## src/rtl/vram_pkg.sv

```systemverilog
// Shared video RAM constants, colours and write scheduler state encoding.
package vram_pkg;

    localparam int VRAM_ADDR_WIDTH = 14;
    localparam int VRAM_DATA_WIDTH = 3;

    localparam logic [VRAM_DATA_WIDTH-1:0] BLACK  = 3'b000;
    localparam logic [VRAM_DATA_WIDTH-1:0] YELLOW = 3'b110;

    typedef enum logic [1:0] {
        IDLE,
        CLEAR,
        DONE
    } sched_state_e;

endpackage

```

## src/rtl/rr_arb2.sv

```systemverilog
// Two-way round-robin grant; a tie goes to the requester that did not win last.
module rr_arb2 (
    input  logic clk,
    input  logic reset_n,
    input  logic en,
    input  logic valid0,
    input  logic valid1,
    output logic grant0,
    output logic grant1
);

    logic last_grant;

    always_comb begin
        grant0 = en && valid0 && (!valid1 || last_grant);
        grant1 = en && valid1 && (!valid0 || !last_grant);
    end

    always_ff @(posedge clk or negedge reset_n) begin
        if (!reset_n) begin
            last_grant <= 1'b1;
        end else if (grant0) begin
            last_grant <= 1'b0;
        end else if (grant1) begin
            last_grant <= 1'b1;
        end
    end

endmodule

```

## src/rtl/vram_wr_sched.sv

```systemverilog
// Video RAM port A write scheduler: full-frame clear engine plus two requesters.
// Optional VRAM_WR_BLANK_ONLY_EN restricts all writes to video_on==0.
module vram_wr_sched
    import vram_pkg::*;
#(
    parameter int ADDR_WIDTH = VRAM_ADDR_WIDTH,
    parameter int DATA_WIDTH = VRAM_DATA_WIDTH
) (
    input  logic                  clk,
    input  logic                  reset_n,
    input  logic                  clr_start,
    input  logic [DATA_WIDTH-1:0] clr_color,
    output logic                  clr_busy,
    output logic                  clr_done,
    input  logic                  req0_valid,
    input  logic [ADDR_WIDTH-1:0] req0_addr,
    input  logic [DATA_WIDTH-1:0] req0_data,
    output logic                  req0_ready,
    input  logic                  req1_valid,
    input  logic [ADDR_WIDTH-1:0] req1_addr,
    input  logic [DATA_WIDTH-1:0] req1_data,
    output logic                  req1_ready,
    input  logic                  video_on,
    output logic                  ram_we,
    output logic [ADDR_WIDTH-1:0] ram_addr,
    output logic [DATA_WIDTH-1:0] ram_din
);

    localparam logic [ADDR_WIDTH-1:0] CLEAR_LAST = {ADDR_WIDTH{1'b1}};

    sched_state_e          state;
    logic [ADDR_WIDTH-1:0] cnt;
    logic [DATA_WIDTH-1:0] color;
    logic                  wr_ok;
    logic                  arb_en;
    logic                  g0;
    logic                  g1;

`ifdef VRAM_WR_BLANK_ONLY_EN
    assign wr_ok = !video_on;
`else
    logic unused_video_on;
    assign unused_video_on = video_on;
    assign wr_ok = 1'b1;
`endif

    // A clr_start in IDLE takes the port even if a requester is waiting.
    assign arb_en = (state == IDLE) && !clr_start && wr_ok;

    rr_arb2 u_arb (
        .clk     (clk),
        .reset_n (reset_n),
        .en      (arb_en),
        .valid0  (req0_valid),
        .valid1  (req1_valid),
        .grant0  (g0),
        .grant1  (g1)
    );

    assign req0_ready = g0;
    assign req1_ready = g1;

    always_ff @(posedge clk or negedge reset_n) begin
        if (!reset_n) begin
            state    <= IDLE;
            cnt      <= '0;
            color    <= '0;
            ram_we   <= 1'b0;
            ram_addr <= '0;
            ram_din  <= '0;
            clr_busy <= 1'b0;
            clr_done <= 1'b0;
        end else begin
            ram_we   <= 1'b0;
            clr_done <= 1'b0;
            unique case (state)
                IDLE: begin
                    if (clr_start) begin
                        state    <= CLEAR;
                        cnt      <= '0;
                        color    <= clr_color;
                        clr_busy <= 1'b1;
                    end else if (g0) begin
                        ram_we   <= 1'b1;
                        ram_addr <= req0_addr;
                        ram_din  <= req0_data;
                    end else if (g1) begin
                        ram_we   <= 1'b1;
                        ram_addr <= req1_addr;
                        ram_din  <= req1_data;
                    end
                end
                CLEAR: begin
                    if (wr_ok) begin
                        ram_we   <= 1'b1;
                        ram_addr <= cnt;
                        ram_din  <= color;
                        cnt      <= cnt + 1'b1;
                        if (cnt == CLEAR_LAST) begin
                            state <= DONE;
                        end
                    end
                end
                DONE: begin
                    clr_done <= 1'b1;
                    clr_busy <= 1'b0;
                    state    <= IDLE;
                end
                default: state <= IDLE;
            endcase
        end
    end

endmodule

```

## config.mk

```make
export PLATFORM = sky130hd
export DESIGN_NAME = vram_wr_sched
export DESIGN_NICKNAME = d
export VERILOG_FILES = /design/src/rtl/vram_pkg.sv /design/src/rtl/rr_arb2.sv /design/src/rtl/vram_wr_sched.sv
export SDC_FILE = /design/constraint.sdc
export NUM_CORES = 1
export LEC_CHECK = 0
export BUFFER_PORTS_ARGS = -buffer_cell sky130_fd_sc_hd__buf_2
export CAP_MARGIN = 0
export CORE_MARGIN = 5
export CORE_UTILIZATION = 23
export CTS_CLUSTER_SIZE = 16
export DETAILED_ROUTE_END_ITERATION = 12
export PLACE_DENSITY_LB_ADDON = 0.15
export SLEW_MARGIN = 0
export SYNTH_ARGS = -nofsm -noshare
export SYNTH_HDL_FRONTEND = slang
export SYNTH_HIERARCHICAL = 1
export SYNTH_SLANG_ARGS = --single-unit
```

## constraint.sdc

```tcl
create_clock -name clk -period 2.08 [get_ports clk]
set_input_delay 0.416 -clock clk [delete_from_list [all_inputs] [get_ports clk]]
set_output_delay 0.416 -clock clk [all_outputs]
set_load 0.01 [all_outputs]
```

-- After elaboration in Yosys (flattened, before gate mapping)
Cells that the tools add are included.
- output and inout port bits: 22
- word-level logic and storage cells: 59
- bits of input ports: 43
- bits in registers: 40
- muxes and demuxes: 22
- eq/ne operators: 7
- reductions and logical operators: 20
- add/sub/neg operators: 1
- operators by type and width (operator ; number):
    2-to-1 mux 14 bit ; 4
    one-hot mux 14 bit (2 select lines) ; 2
    adder 14 x 1 -> 14 bit, second input constant ; 1
    equality test 14 bit, second input constant ; 1
    2-to-1 mux 3 bit ; 3
    AND reduction 2 bit ; 4
    2-to-1 mux 1 bit ; 7
    != test 2 bit, second input constant ; 3
    one-hot mux 3 bit (2 select lines) ; 1
    nonzero test 2 bit ; 3
    logical AND 1 bit ; 5
    zero test 1 bit ; 4
    2-to-1 mux 2 bit ; 2
    one-hot mux 1 bit (2 select lines) ; 2
    one-hot mux 2 bit (2 select lines) ; 1
    != test 3 bit, second input constant ; 1
    AND reduction 3 bit ; 1
    equality test 2 x 1 -> 1 bit, second input constant ; 1
    equality test 2 bit, second input constant ; 1
    zero test 2 bit ; 1
    logical OR 1 bit ; 2

-- Logic depth before layout (Yosys ltp)
- word-level depth: 8
- mapped depth: 9
- mapped depth without buffers: 7

-- Hierarchy
The synthesis kept the hierarchy.
- by module, submodules not included (module ; cells each ; area each (um2) ; times used):
    vram_wr_sched ; 194 ; 1936.9 ; 1
    rr_arb2 ; 8 ; 62.6 ; 1

-- Worst setup path after synthesis
No wires, ideal clock.
- path kind: reg-to-reg
- from: register state[0]
- to: register ram_addr[13]
- library setup time: 0.131 ns
- required time: 1.949 ns
- arrival: 1.950 ns
- slack: -0.001 ns
- cell stages (with the launch flop): 10
- cell sequence: dfrtp_1 -> nor3_1 -> nand2_1 -> a21oi_1 -> buf_2 -> o21bai_1 -> nand2b_1 -> buf_2 -> nand3_1 -> o211ai_1
- cells in the longest elaborated chain, start to end: 7
- elaborated cells between the ends (all ways): 14
- classes of those cells: 3 x eq/ne; 3 x mux; 8 x reduce/logical
- ends and longest elaborated chain (element ; RTL line ; RTL):
    start: declaration ; vram_wr_sched.sv:31 ; sched_state_e state;
    start signal: assignment ; vram_wr_sched.sv:65 ; state <= IDLE;
    start signal: assignment ; vram_wr_sched.sv:79 ; state <= CLEAR;
    start signal: assignment ; vram_wr_sched.sv:100 ; state <= DONE;
    zero test 2 bit * ; vram_wr_sched.sv:48 ; assign arb_en = (state == IDLE) && !clr_start && wr_ok;
    logical AND 1 bit * ; vram_wr_sched.sv:48 ;
    named net arb_en ; vram_wr_sched.sv:35 ; logic arb_en;
    logical AND 1 bit * (2 in series) ; rr_arb2.sv:15 ; grant0 = en && valid0 && (!valid1 || last_grant);
    named net req0_ready ; vram_wr_sched.sv:18 ; output logic req0_ready,
    2-to-1 mux 14 bit ; vram_wr_sched.sv:83 ; end else if (g0) begin
    2-to-1 mux 14 bit ; vram_wr_sched.sv:78 ; if (clr_start) begin
    one-hot mux 14 bit (2 select lines) ; vram_wr_sched.sv:76 ; unique case (state)
    end signal: assignment ; vram_wr_sched.sv:85 ; ram_addr <= req0_addr;
    end signal: assignment ; vram_wr_sched.sv:89 ; ram_addr <= req1_addr;
    end signal: assignment ; vram_wr_sched.sv:96 ; ram_addr <= cnt;
    end: declaration ; vram_wr_sched.sv:25 ; output logic [ADDR_WIDTH-1:0] ram_addr,
Mark *: on every way through the listed nets, which the timed path passes. The rest lies on a longest branch. The select of a mux whose other input is x is not followed.
A chain may end at the register's enable or synchronous reset.

-- Final worst setup path
- from: register state[0]
- to: output port req0_ready
- cells in the longest elaborated chain, start to end: 4
- ends and longest elaborated chain (element ; RTL line):
    zero test 2 bit ; vram_wr_sched.sv:48
    logical AND 1 bit ; vram_wr_sched.sv:48
    named net arb_en ; vram_wr_sched.sv:35
    logical AND 1 bit (2 in series) ; rr_arb2.sv:15
    end: declaration ; vram_wr_sched.sv:18
The timed path passes the listed nets, and every way through them passes these cells.

==> run summary <==
Vias in the first global route -> 1724
Largest cells by area after synthesis -> dfrtp_1 (49%), mux2i_1 (9.0%), o211ai_1 (6.8%)
Site row count -> 34
Slew @ Worst Pin -> 528 ps
Leak -> 1.17 nW
Pwr dens -> 812 mW/mm²
Post-Layout Cell Count -> 381
Vias -> 1731
Post-synth EDFFs -> 0
Area of the die -> 0.0107 mm²
Die H -> 103 µm
WP data arrival -> 1470 ps
Starting DRT DRC Count -> 57
Xor-xnor portion of the synthesized cell area -> 0.438%
Syn Nets -> 246
Pre-CTS setup slack -> -12.9 ps
Startpoint types -> flop
Worst EP required -> 1660 ps
Compound-Gate Fraction of Synth Area -> 14.8%
First-pass GRT wire length -> 8840 µm
Worst r2r dst -> ram_addr[11]
Layout cells sized above 1 -> 33.0%
Final hold slack -> 180 ps
CP Capture Type -> primary output
Hold Fails Final Rpt -> 0
Final Skew -> 9.26 ps
Fin crit share -> 90.8%
Combinational power share -> 18.8%
Adder-cell area share of the yosys netlist -> 0.626%
Most used DFF post-synth -> dfrtp_1
Outcome -> completed
Slew HR -> 64.8%
Mapped Cells -> 202
Net Sw Power -> 648 µW
Commonest non-fill, non-tap cell in the layout -> buf_2
Min-Delay Path Class -> input pin to asynchronous set/reset pin
Wire length per cell -> 14.2 µm
RR Startpoint -> state[0]
CTS tree -> done
Initial Util -> 23.3%
Largest net degree at the start of global routing -> 41
Distinct cells, synth -> 34
Worst-Skew Late Latency -> 300 ps
RSZ-0062 raised after global routing -> false
Most frequent cells in the layout -> buf_2 (63), dfrtp_1 (39), nand2_1 (32), nand3_1 (24)
Critical path peak fanout -> 3
Placed insts -> 371
Clk buf depth -> 2
Mux contribution to synthesized area -> 10.7%
Clock root cell -> clkbuf_8
GRT Util Overall -> 10.6%
IO Port Bufs -> 63
Async SR Flop Fraction -> 100%
Die W -> 103 µm
Pint -> 1.49 mW
Ant. Diodes -> 0
Cell depth of the worst flop-to-flop path -> 7
Post-synthesis simple-gate area fraction -> 19.8%
GPL Wtd Cong -> 0.774
Seq/Total Area, Yosys -> 50.1%
H-tree depth -> 2
TritonCTS Sinks -> 40
Sequential share of power -> 51.5%
Post-DP HPWL -> 3950 µm
# setup viols final -> 0
Clk slew on worst S/H paths -> 80 ps
Synthesized cell area -> 0.00200 mm²
Setup TNS -> 0 ps
Kind of critical path -> flop to primary output
Drt first pass iters -> 4
Area delta synth->final -> 31.5%
Max_cap viols -> 0
Clock power frac -> 29.8%
Hold_buf cts -> 0
Total CTS buffers -> 5
Fin. max-slew vios -> 0
Final WS setup -> 191 ps
Final min period -> 1890 ps
Reg2Reg Setup Slack -> 260 ps
Initial antenna violation count -> 0
Mean post-synth cell area -> 9.90 µm²
Largest family of logic cells by synthesized area -> simple AND/OR/NAND/NOR gates
Number of synthesized register bits -> 40
Core area -> 0.00859 mm²
Ports -> 65
Post-synth top area share -> 48.8%
Nets -> 316
Yosys top cell by area -> dfrtp_1
Drt drc -> 0
Sw Share -> 30.3%
Peak supply drop -> 0.305 mV
Final Power -> 2.14 mW
Drt total wl -> 5390 µm
Via/cell ratio -> 4.54
Ys Warns -> 6
GR Overflow Total -> 0
F_max -> 529 MHz
Final antenna-violating net count -> 0
per-stage QoR:
step / utilization, % / cell area (µm²)
floorplan: - / 2000
global placement: 29.0 / 2490
detailed placement: 29.0 / 2490
CTS: 30.3 / 2610
global route: 30.6 / 2630
finish: 30.6 / 2630
flip-flops by register name, indices dropped and copies added, names as in the netlist:
register and count:
color 3, ram_addr 14, clr_busy 1, cnt 14
clr_done 1, u_arb/last_grant 1, ram_din 3, ram_we 1
state 2
cell usage after synthesis (2+ instances only):
| cell type | number |
|---|---|
| a21oi_1 | 5 |
| a31oi_1 | 2 |
| and3_1 | 3 |
| and4_1 | 3 |
| buf_2 | 7 |
| clkbuf_1 | 3 |
| dfrtp_1 | 39 |
| inv_1 | 3 |
| mux2_2 | 3 |
| mux2i_1 | 18 |
| nand2_1 | 32 |
| nand2b_1 | 2 |
| nand3_1 | 24 |
| nand4_1 | 3 |
| nor2_1 | 4 |
| nor3_1 | 2 |
| o211ai_1 | 18 |
| o21ai_0 | 12 |
| o21bai_1 | 2 |
| o31ai_1 | 2 |
| or3_1 | 2 |
cell type report:
type | count | area [µm²]
fillers | 909 | 5960
repair buffers | 75 | 430
clock inverters | 2 | 35.0
multi-input cells | 147 | 942
inverters | 3 | 11.3
flip-flops and latches | 40 | 1000
well taps | 108 | 135
clock buffers | 6 | 72.6
timing repair:
item	CTS	global route
setup endpoints to repair	1	1
hold endpoints to repair	0	0
buffers inserted	0	2
resized for setup	1	1
per-layer routing:
metal  up-vias  share of wire (%)  track usage (%)
met3         8                7.5             3.02
met5         -                  0                0
met1       799                 46             14.7
met2        49                 45             16.2
met4         0                1.0             2.99
li1        875                  -                -
worst max-delay path, cell delays in order, from the launching register on:
cell and delay, ps:
dfrtp_1 410, nor3_4 230, nand2_1 90, a21oi_2 200
buf_12 130, buf_2 110
worst max path at each step:
stage / startpoint / to / slack (ps) / cells after the start
6_report: state[0] / req0_ready / 190 / 5
5_1_grt: state[0] / req0_ready / 90 / 5
3_3_place_gp: clr_start / ram_addr[3] / 30 / 9
4_1_cts: state[0] / req0_ready / 10 / 5
3_5_place_dp: clr_start / ram_addr[1] / -10 / 9
2_1_floorplan: state[0] / ram_addr[13] / 50 / 9
power by group through the flow:
| stage | clock, mW | combinational, mW | sequential (mW) |
|---|---|---|---|
| floorplan | 0 | 0.192 | 1.12 |
| global placement | 0 | 0.405 | 1.11 |
| detailed placement | 0 | 0.410 | 1.12 |
| CTS | 0.663 | 0.413 | 1.10 |
| global route | 0.695 | 0.463 | 1.13 |
| finish | 0.636 | 0.401 | 1.10 |
cell families (layout without fill, tap and decap cells):
| group | after synthesis | in the layout |
|---|---|---|
| compound gates | 45 | 45 |
| xor+xnor | 1 | 1 |
| fa+ha+maj | 1 | 1 |
| buf+inv | 15 | 86 |
| flops | 40 | 40 |
| mux | 21 | 21 |
| simple gates | 79 | 79 |
(Power assumes the default switching activity.)
